File: src/rtl/n64_pkg.sv
// Shared types and constants for the N64 controller poller: FSM encoding,
// command/response framing and CTRL register bit positions.
package n64_pkg;

    typedef enum logic [2:0] {
        ST_IDLE    = 3'd0,
        ST_TX      = 3'd1,
        ST_RX_WAIT = 3'd2,
        ST_RX_BIT  = 3'd3,
        ST_RX_STOP = 3'd4
    } state_t;

    localparam logic [7:0] CMD_POLL  = 8'h01;
    localparam int         RESP_BITS = 32;
    localparam int         TX_BITS   = 9;

    localparam int CTRL_ENABLE  = 0;
    localparam int CTRL_VALID   = 1;
    localparam int CTRL_TIMEOUT = 2;
    localparam int CTRL_BUSY    = 3;

    function automatic logic [31:0] ctrl_word(input logic busy, input logic timeout,
                                              input logic valid, input logic enable);
        logic [31:0] w;
        w = '0;
        w[CTRL_BUSY]    = busy;
        w[CTRL_TIMEOUT] = timeout;
        w[CTRL_VALID]   = valid;
        w[CTRL_ENABLE]  = enable;
        return w;
    endfunction

endpackage

File: src/rtl/n64_bit_tx.sv
// Drives one 4 us N64 bit cell on the open-drain line: '0' = 3 us low / 1 us high,
// '1' = 1 us low / 3 us high. A start on the done cycle chains cells back to back.
module n64_bit_tx #(
    parameter int US_CYCLES = 50
) (
    input  logic PCLK,
    input  logic PRESERN,
    input  logic start,
    input  logic bit_val,
    output logic drive_low,
    output logic done
);
    localparam int CELL = 4 * US_CYCLES;
    localparam int CW   = $clog2(CELL);

    localparam logic [CW-1:0] CELL_TC  = CW'(CELL - 1);
    localparam logic [CW-1:0] TAIL_ZERO = CW'(US_CYCLES);
    localparam logic [CW-1:0] TAIL_ONE  = CW'(3 * US_CYCLES);

    logic [CW-1:0] cnt;
    logic          active;
    logic          bit_q;

    always_ff @(posedge PCLK or posedge PRESERN) begin
        if (PRESERN) begin
            active <= 1'b0;
            cnt    <= '0;
            bit_q  <= 1'b0;
        end else if (start) begin
            active <= 1'b1;
            cnt    <= CELL_TC;
            bit_q  <= bit_val;
        end else if (active && cnt == '0) begin
            active <= 1'b0;
        end else if (active) begin
            cnt <= cnt - CW'(1);
        end
    end

    // cnt counts down the remaining cycles; the line is low until only the high tail is left
    assign drive_low = active && (cnt >= (bit_q ? TAIL_ONE : TAIL_ZERO));
    assign done      = active && (cnt == '0);

endmodule

File: src/rtl/n64_controller_poll.sv
// APB3 slave that periodically polls an N64 controller and exposes the last 32-bit word.
//   state      | meaning
//   IDLE       | line released, waiting for poll timer wrap
//   TX         | sending 0x01 + stop bit, one cell at a time
//   RX_WAIT    | waiting for the falling edge of the next response bit
//   RX_BIT     | sampling the line 2 us after that edge
//   RX_STOP    | waiting for the stop-bit edge, then latching the word
module n64_controller_poll
    import n64_pkg::*;
#(
    parameter int          US_CYCLES   = 50,
    parameter int          POLL_PERIOD = 833333,
    parameter int          TIMEOUT_US  = 64,
    parameter logic [11:0] ADDR_DATA   = 12'h000,
    parameter logic [11:0] ADDR_CTRL   = 12'h004
) (
    input  logic        PCLK,
    input  logic        PRESERN,
    input  logic        PSEL,
    input  logic        PENABLE,
    input  logic        PWRITE,
    input  logic [31:0] PADDR,
    input  logic [31:0] PWDATA,
    output logic [31:0] PRDATA,
    output logic        PREADY,
    output logic        PSLVERR,
    input  logic        n64_data_in,
    output logic        n64_drive_low,
    output logic        poll_done
);
    localparam int UW        = $clog2(US_CYCLES);
    localparam int TW        = $clog2(TIMEOUT_US + 1);
    localparam int PW        = $clog2(POLL_PERIOD);
    localparam int BW        = $clog2(RESP_BITS);
    localparam int XW        = $clog2(TX_BITS);
    localparam int SAMPLE_US = 2;

    localparam logic [TX_BITS-1:0] TX_FRAME = {CMD_POLL, 1'b1};

    state_t              state, state_d;
    logic [1:0]          sync_q;
    logic                rx_s, rx_prev, rx_fall;
    logic [UW-1:0]       us_cyc;
    logic [TW-1:0]       us_cnt;
    logic                us_tick, timed_out, sample_now;
    logic [PW-1:0]       poll_cnt;
    logic                poll_wrap;
    logic [TX_BITS-1:0]  tx_bits;
    logic [XW-1:0]       tx_idx;
    logic                tx_start, tx_bit_val, tx_done;
    logic [RESP_BITS-1:0] rx_shift, word;
    logic [BW-1:0]       rx_idx;
    logic                enable, valid, timeout, busy;
    logic                tmr_clr, rx_sample, set_timeout, latch;
    logic                ctrl_wr, rd_setup;
    logic                unused_bits;

    assign PREADY      = 1'b1;
    assign PSLVERR     = 1'b0;
    assign unused_bits = ^{PADDR[31:12], PWDATA[31:3], PWDATA[1]};

    // Line idles high, so the synchroniser resets to 1 to avoid a false edge
    always_ff @(posedge PCLK or posedge PRESERN) begin
        if (PRESERN) begin
            sync_q  <= 2'b11;
            rx_prev <= 1'b1;
        end else begin
            sync_q  <= {sync_q[0], n64_data_in};
            rx_prev <= rx_s;
        end
    end
    assign rx_s    = sync_q[1];
    assign rx_fall = rx_prev & ~rx_s;

    always_ff @(posedge PCLK or posedge PRESERN) begin
        if (PRESERN) begin
            us_cyc <= UW'(US_CYCLES - 1);
            us_cnt <= '0;
        end else if (tmr_clr) begin
            us_cyc <= UW'(US_CYCLES - 1);
            us_cnt <= '0;
        end else if (us_tick) begin
            us_cyc <= UW'(US_CYCLES - 1);
            us_cnt <= us_cnt + TW'(1);
        end else begin
            us_cyc <= us_cyc - UW'(1);
        end
    end
    assign us_tick    = (us_cyc == '0);
    assign timed_out  = (us_cnt == TW'(TIMEOUT_US));
    assign sample_now = us_tick && (us_cnt == TW'(SAMPLE_US - 1));

    always_ff @(posedge PCLK or posedge PRESERN) begin
        if (PRESERN)        poll_cnt <= '0;
        else if (!enable)   poll_cnt <= '0;
        else if (poll_wrap) poll_cnt <= '0;
        else                poll_cnt <= poll_cnt + PW'(1);
    end
    assign poll_wrap = (poll_cnt == PW'(POLL_PERIOD - 1));

    assign tx_bit_val = (state == ST_TX) ? tx_bits[TX_BITS-2] : tx_bits[TX_BITS-1];

    n64_bit_tx #(.US_CYCLES(US_CYCLES)) u_bit_tx (
        .PCLK      (PCLK),
        .PRESERN   (PRESERN),
        .start     (tx_start),
        .bit_val   (tx_bit_val),
        .drive_low (n64_drive_low),
        .done      (tx_done)
    );

    always_ff @(posedge PCLK or posedge PRESERN) begin
        if (PRESERN) state <= ST_IDLE;
        else         state <= state_d;
    end

    always_comb begin
        state_d     = state;
        tx_start    = 1'b0;
        tmr_clr     = 1'b0;
        rx_sample   = 1'b0;
        set_timeout = 1'b0;
        latch       = 1'b0;
        case (state)
            ST_IDLE: begin
                tmr_clr = 1'b1;
                if (enable && poll_wrap) begin
                    tx_start = 1'b1;
                    state_d  = ST_TX;
                end
            end
            ST_TX: begin
                tmr_clr = 1'b1;
                if (tx_done) begin
                    if (tx_idx == XW'(TX_BITS - 1)) state_d  = ST_RX_WAIT;
                    else                            tx_start = 1'b1;
                end
            end
            ST_RX_WAIT: begin
                if (rx_fall) begin
                    tmr_clr = 1'b1;
                    state_d = ST_RX_BIT;
                end else if (timed_out) begin
                    set_timeout = 1'b1;
                    state_d     = ST_IDLE;
                end
            end
            ST_RX_BIT: begin
                if (sample_now) begin
                    rx_sample = 1'b1;
                    tmr_clr   = 1'b1;
                    state_d   = (rx_idx == BW'(RESP_BITS - 1)) ? ST_RX_STOP : ST_RX_WAIT;
                end
            end
            ST_RX_STOP: begin
                if (rx_fall) begin
                    latch   = 1'b1;
                    state_d = ST_IDLE;
                end else if (timed_out) begin
                    set_timeout = 1'b1;
                    state_d     = ST_IDLE;
                end
            end
            default: state_d = ST_IDLE;
        endcase
    end

    assign busy     = (state != ST_IDLE);
    assign ctrl_wr  = PSEL & PWRITE & PENABLE & (PADDR[11:0] == ADDR_CTRL);
    assign rd_setup = PSEL & ~PENABLE & ~PWRITE;

    always_ff @(posedge PCLK or posedge PRESERN) begin
        if (PRESERN) begin
            tx_bits   <= TX_FRAME;
            tx_idx    <= '0;
            rx_shift  <= '0;
            rx_idx    <= '0;
            word      <= '0;
            valid     <= 1'b0;
            timeout   <= 1'b0;
            enable    <= 1'b0;
            poll_done <= 1'b0;
        end else begin
            poll_done <= latch;
            if (state == ST_IDLE) begin
                tx_bits <= TX_FRAME;
                tx_idx  <= '0;
                rx_idx  <= '0;
            end else if (tx_done) begin
                tx_bits <= tx_bits << 1;
                tx_idx  <= tx_idx + XW'(1);
            end
            if (rx_sample) begin
                rx_shift <= {rx_shift[RESP_BITS-2:0], rx_s};
                rx_idx   <= rx_idx + BW'(1);
            end
            if (latch) begin
                word  <= rx_shift;
                valid <= 1'b1;
            end
            if (ctrl_wr) begin
                enable <= PWDATA[CTRL_ENABLE];
                if (PWDATA[CTRL_TIMEOUT]) timeout <= 1'b0;
            end
            // A new timeout outranks a clear issued in the same cycle
            if (set_timeout) timeout <= 1'b1;
        end
    end

    always_ff @(posedge PCLK or posedge PRESERN) begin
        if (PRESERN) begin
            PRDATA <= '0;
        end else if (rd_setup) begin
            if (PADDR[11:0] == ADDR_DATA)      PRDATA <= word;
            else if (PADDR[11:0] == ADDR_CTRL) PRDATA <= ctrl_word(busy, timeout, valid, enable);
            else                               PRDATA <= '0;
        end
    end

endmodule

File: config.mk
export PLATFORM = sky130hd
export DESIGN_NAME = n64_controller_poll
export DESIGN_NICKNAME = d
export VERILOG_FILES = /design/src/rtl/n64_pkg.sv /design/src/rtl/n64_bit_tx.sv /design/src/rtl/n64_controller_poll.sv
export SDC_FILE = /design/constraint.sdc
export NUM_CORES = 1
export LEC_CHECK = 0
export BUFFER_PORTS_ARGS = -buffer_cell sky130_fd_sc_hd__buf_2
export CAP_MARGIN = 15
export CELL_PAD_IN_SITES_DETAIL_PLACEMENT = 0
export CELL_PAD_IN_SITES_GLOBAL_PLACEMENT = 1
export CORE_MARGIN = 4
export CORE_UTILIZATION = 35
export DETAILED_ROUTE_END_ITERATION = 10
export GPL_TIMING_DRIVEN = 0
export PLACE_DENSITY = 0.72
export SLEW_MARGIN = 0
export SYNTH_ARGS = -nofsm -noshare
export SYNTH_HDL_FRONTEND = slang
export SYNTH_SLANG_ARGS = --single-unit
File: constraint.sdc
create_clock -name PCLK -period 6.6 [get_ports PCLK]
set_input_delay 0.33 -clock PCLK [delete_from_list [all_inputs] [get_ports PCLK]]
set_output_delay 0.33 -clock PCLK [all_outputs]
set_load 0.01 [all_outputs]
==> results by group <==
Outcome
  • Outcome: finished clean

Worst setup path
  • Crit Reg-Reg Endpoint: rx_shift[25]$_DFFE_PP0P_
  • Startpoint types: flip-flop
  • Reg-to-reg slack, setup: between 4 and 5 ns
  • WS Path Type: reg2out
  • Worst-path maximum fanout: 6
  • Critical path launch point: u_bit_tx.cnt[2]$_DFFE_PP0P_
  • Crit path DAT: 1.90 ns
  • Worst r2r src: us_cyc[2]$_DFF_PP0_
  • Depth of the most critical reg-to-reg path: 5
  • Critical path endpoint category: output port
  • Setup crit end: n64_drive_low
  • Worst EP required: 6.27 ns

Timing
  • Final Hold Vio Count: 0
  • Slew margin rel.: roughly 55%
  • Fin Setup TNS: 0 ns
  • Unrepaired setup endpoints after global routing: false
  • Tightest Pin Transition: 0.673 ns
  • Min Clock Period, post-route: 2.23 ns
  • Fin Clk Skew: 0.0103 ns
  • Hold WS: 0.175 ns
  • Final setup violation count: 0
  • Final period util: 33.8%
  • Max-slew violation count: 0
  • F_max: between 400 and 500 MHz

Hold path
  • Worst hold path class: in2reg
  • Hold depth: 2

Layout
  • Design area: 8710 um^2
  • # diodes: 0
  • Multi-input logic area: about 3000 um^2
  • # fillers: 1946
  • FF+latch area: 4190 um^2
  • Synth-to-layout area growth: 17.4%
  • Nets: 768
  • Share of cells above drive strength 1: 27.5%

Synth
  • EDFF count, synth: 0
  • Seq/Total Area, Yosys: 56.5%
  • Cell Area, Synth: 7410 um^2
  • Synth Area in XOR/XNOR: 3.66%
  • Post-synthesis mux area share: 12.1%
  • Synth Area in Compound Gates: just over 8%
  • Syn nets: 693
  • Yosys Warn Count: 0
  • Post-Synth Adder-Cell Area: 2.87%
  • Flops & latches, synth: 167
  • Post-Synth Simple-Gate Area: 13.7%
  • Prevailing post-synth register cell: dfrtp_1
  • Post-Syn Instances: 606
  • Largest family of logic cells by synthesized area: simple AND/OR/NAND/NOR gates
  • Synth cell types: 60
  • Syn avg cell area: 12.2 um^2
  • Async SR Flop Fraction: 100%

Pwr
  • Max rail drop VDD: 0.160 mV
  • Leakage: ~4.2 nW
  • Pwr/cell area: 243 nW/um^2
  • Final Power: 2.12 mW

Drt
  • Iter 0 DRT Violations: a little over 200
  • Drc violations: 0
  • Wire length per cell: 15.0 um
  • DR vias/cell: 4.91
  • Via count: 4736
  • DRT Pass-1 Iters: 4
  • Total wire length: 14400 um
  • Final ANT Viol Nets: 0

Global routing
  • GRT Resource Usage Total: ~13%
  • First-pass GRT wire length: 25000 um
  • Largest net degree at the start of global routing: approximately 140
  • Initial antenna violation count: 0
  • Vias in the first global route: 4868
  • Gr ovfl total: 0

Clock tree
  • Clock buffer depth: 2
  • CTS sink count: 167
  • Clk slew on worst S/H paths: 0.06 ns
  • Root buffer cell: clkbuf_16
  • H-tree Lvls: 4
  • TritonCTS buffer count: 17
  • TritonCTS clock tree: built
  • Clk_lat worst skew: 0.43 ns
  • CTS resizes: 0

Floorplanning
  • Die Span X: 154 um
  • Row count: 52
  • Die H: around 150 um
  • Initial Util: 36.1%
  • Die area: around 24000 um^2
  • I/O pins: 106
  • Core ar.: approximately 21000 um^2

Placement
  • Port Buffers: 53
  • Placer congestion estimate: around 0.78
  • HPWL Detailed: 10100 um
  • Post-DP Area: between 8000 and 9000 um^2

Job
  • Max Cap Violations: 0
[power by group]
group | leakage (nW) | internal [mW] | switching (mW) | total [mW]
Sequential | 2.30 | 1.02 | 0.000518 | 1.03
Clock | 0.304 | 0.615 | 0.440 | 1.06
Combinational | 1.62 | 0.00904 | 0.0275 | 0.0366
Total | 4.22 | 1.65 | 0.468 | 2.12
[area by class of cell]
cell class | count | share of cell area (%)
Multi-Input combinational cell | 393 | 34.6
Tap cell | 270 | 3.88
Sequential cell | 167 | 48.1
Buffer | 25 | 1.57
Inverter | 21 | 0.992
Clock inverter | 14 | 2.34
Timing Repair Buffer | 56 | 3.59
Clock buffer | 18 | 4.93
[layer usage]
layer | share of wire, % | GRT usage, % | routed length [um]
met1 | 48 | 17.3 | 6930
met2 | 48 | 20.5 | 6890
met3 | 2.2 | 2.98 | 313
met4 | 2.1 | 4.96 | 299
met5 | 0 | 0 | 0
[flip-flops by register name, indices dropped and copies added, names as in the netlist, 2 cells and up]
name,count
rx_shift,32
u_bit_tx.cnt,8
us_cnt,7
tx_bits,9
rx_idx,5
PRDATA,32
sync_q,2
poll_cnt,20
tx_idx,4
state,3
us_cyc,6
word,32
[cell usage in the layout (no fill, tap or decap), types with 5 or more instances in the layout]
cell type and n:
and3_1 6, and2_1 7, nor2_1 37, clkbuf_1 10, buf_2 62, nand2b_1 5
or3_1 6, a32oi_1 5, dfstp_2 8, mux2_2 41, a22o_1 29, nor2b_1 6
ha_1 17, clkbuf_16 17, inv_1 19, nor3_1 7, mux2_4 25, nand3_1 19
dfrtp_1 159, mux2i_1 6, nand2_1 59, nand4_1 10, inv_8 6, xnor2_1 17
o21ai_0 9, xor2_1 14, a21oi_1 21
[per-stage QoR]
| step | cells | worst slack, ns | util [%] |
|---|---|---|---|
| CTS | 964 | 4.35 | 42.3 |
| finish | 964 | 4.37 | 42.3 |
| floorplan | 606 | 1.76 | - |
| global placement | 929 | 0.0899 | 39.0 |
| detailed placement | 930 | 4.36 | 39.2 |
| global route | 964 | 4.27 | 42.3 |
[worst max-delay path, stage by stage, from the launching register on]
cell     delay [ns]
dfrtp_1        0.46
ha_1           0.30
o21ai_0        0.08
a21oi_1        0.09
o31a_1         0.23
o21a_1         0.17
buf_2          0.14
[Yosys cell counts, types with 3 or more instances]
| cell | number | area share (%) |
|---|---|---|
| nor2b_1 | 6 | 0.51 |
| nor4_1 | 4 | 0.34 |
| nor2_1 | 37 | 1.9 |
| a21oi_1 | 21 | 1.4 |
| mux2_4 | 25 | 5.1 |
| xor2_1 | 14 | 1.7 |
| and3_1 | 6 | 0.51 |
| xnor2_1 | 17 | 2.0 |
| nor3_1 | 7 | 0.47 |
| nand4_1 | 10 | 0.84 |
| a31o_2 | 3 | 0.35 |
| clkbuf_1 | 9 | 0.46 |
| o211ai_1 | 3 | 0.30 |
| or4_1 | 4 | 0.41 |
| dfstp_2 | 8 | 2.8 |
| a32oi_1 | 5 | 0.59 |
| nand3_1 | 19 | 1.3 |
| inv_1 | 20 | 1.0 |
| ha_1 | 17 | 2.9 |
| mux2_2 | 41 | 6.2 |
| o21ai_0 | 9 | 0.61 |
| nand2_1 | 59 | 3.0 |
| buf_2 | 9 | 0.61 |
| buf_6 | 3 | 0.46 |
| a22o_1 | 29 | 3.4 |
| or3_1 | 6 | 0.51 |
| and2_1 | 7 | 0.59 |
| a211oi_1 | 3 | 0.30 |
| dfrtp_1 | 159 | 54 |
| nand2b_1 | 5 | 0.42 |
| mux2i_1 | 6 | 0.81 |
[cells by family (layout without fill, tap and decap cells)]
kind of cell               Yosys count  in the layout
muxes                               72             72
AOI/OAI and AO/OA                   83             83
buffers and inverters               46            134
adders and majority gates           17             17
and+or+nand+nor                    188            188
DFF                                167            167
xor gates and xnor gates            31             31
other                                2              2
[what timing repair did]
item | in CTS | in global routing
hold endpoints to repair | 31 | 0
hold buffers | 2 | 0
setup buffers | 0 | 0
[worst min path at each step]
stage / startpoint / end / slack, ns
2_1_floorplan: n64_data_in / sync_q[0]$_DFF_PP1_ / 0.33
3_3_place_gp: sync_q[0]$_DFF_PP1_ / sync_q[1]$_DFF_PP1_ / 0.35
3_5_place_dp: PRESERN / poll_cnt[13]$_DFF_PP0_ / 0.31
4_1_cts: PWDATA[0] / enable$_DFFE_PP0P_ / 0.17
5_1_grt: PWDATA[0] / enable$_DFFE_PP0P_ / 0.17
6_report: PWDATA[0] / enable$_DFFE_PP0P_ / 0.17
Note: power is estimated with default switching activity, not from simulation.
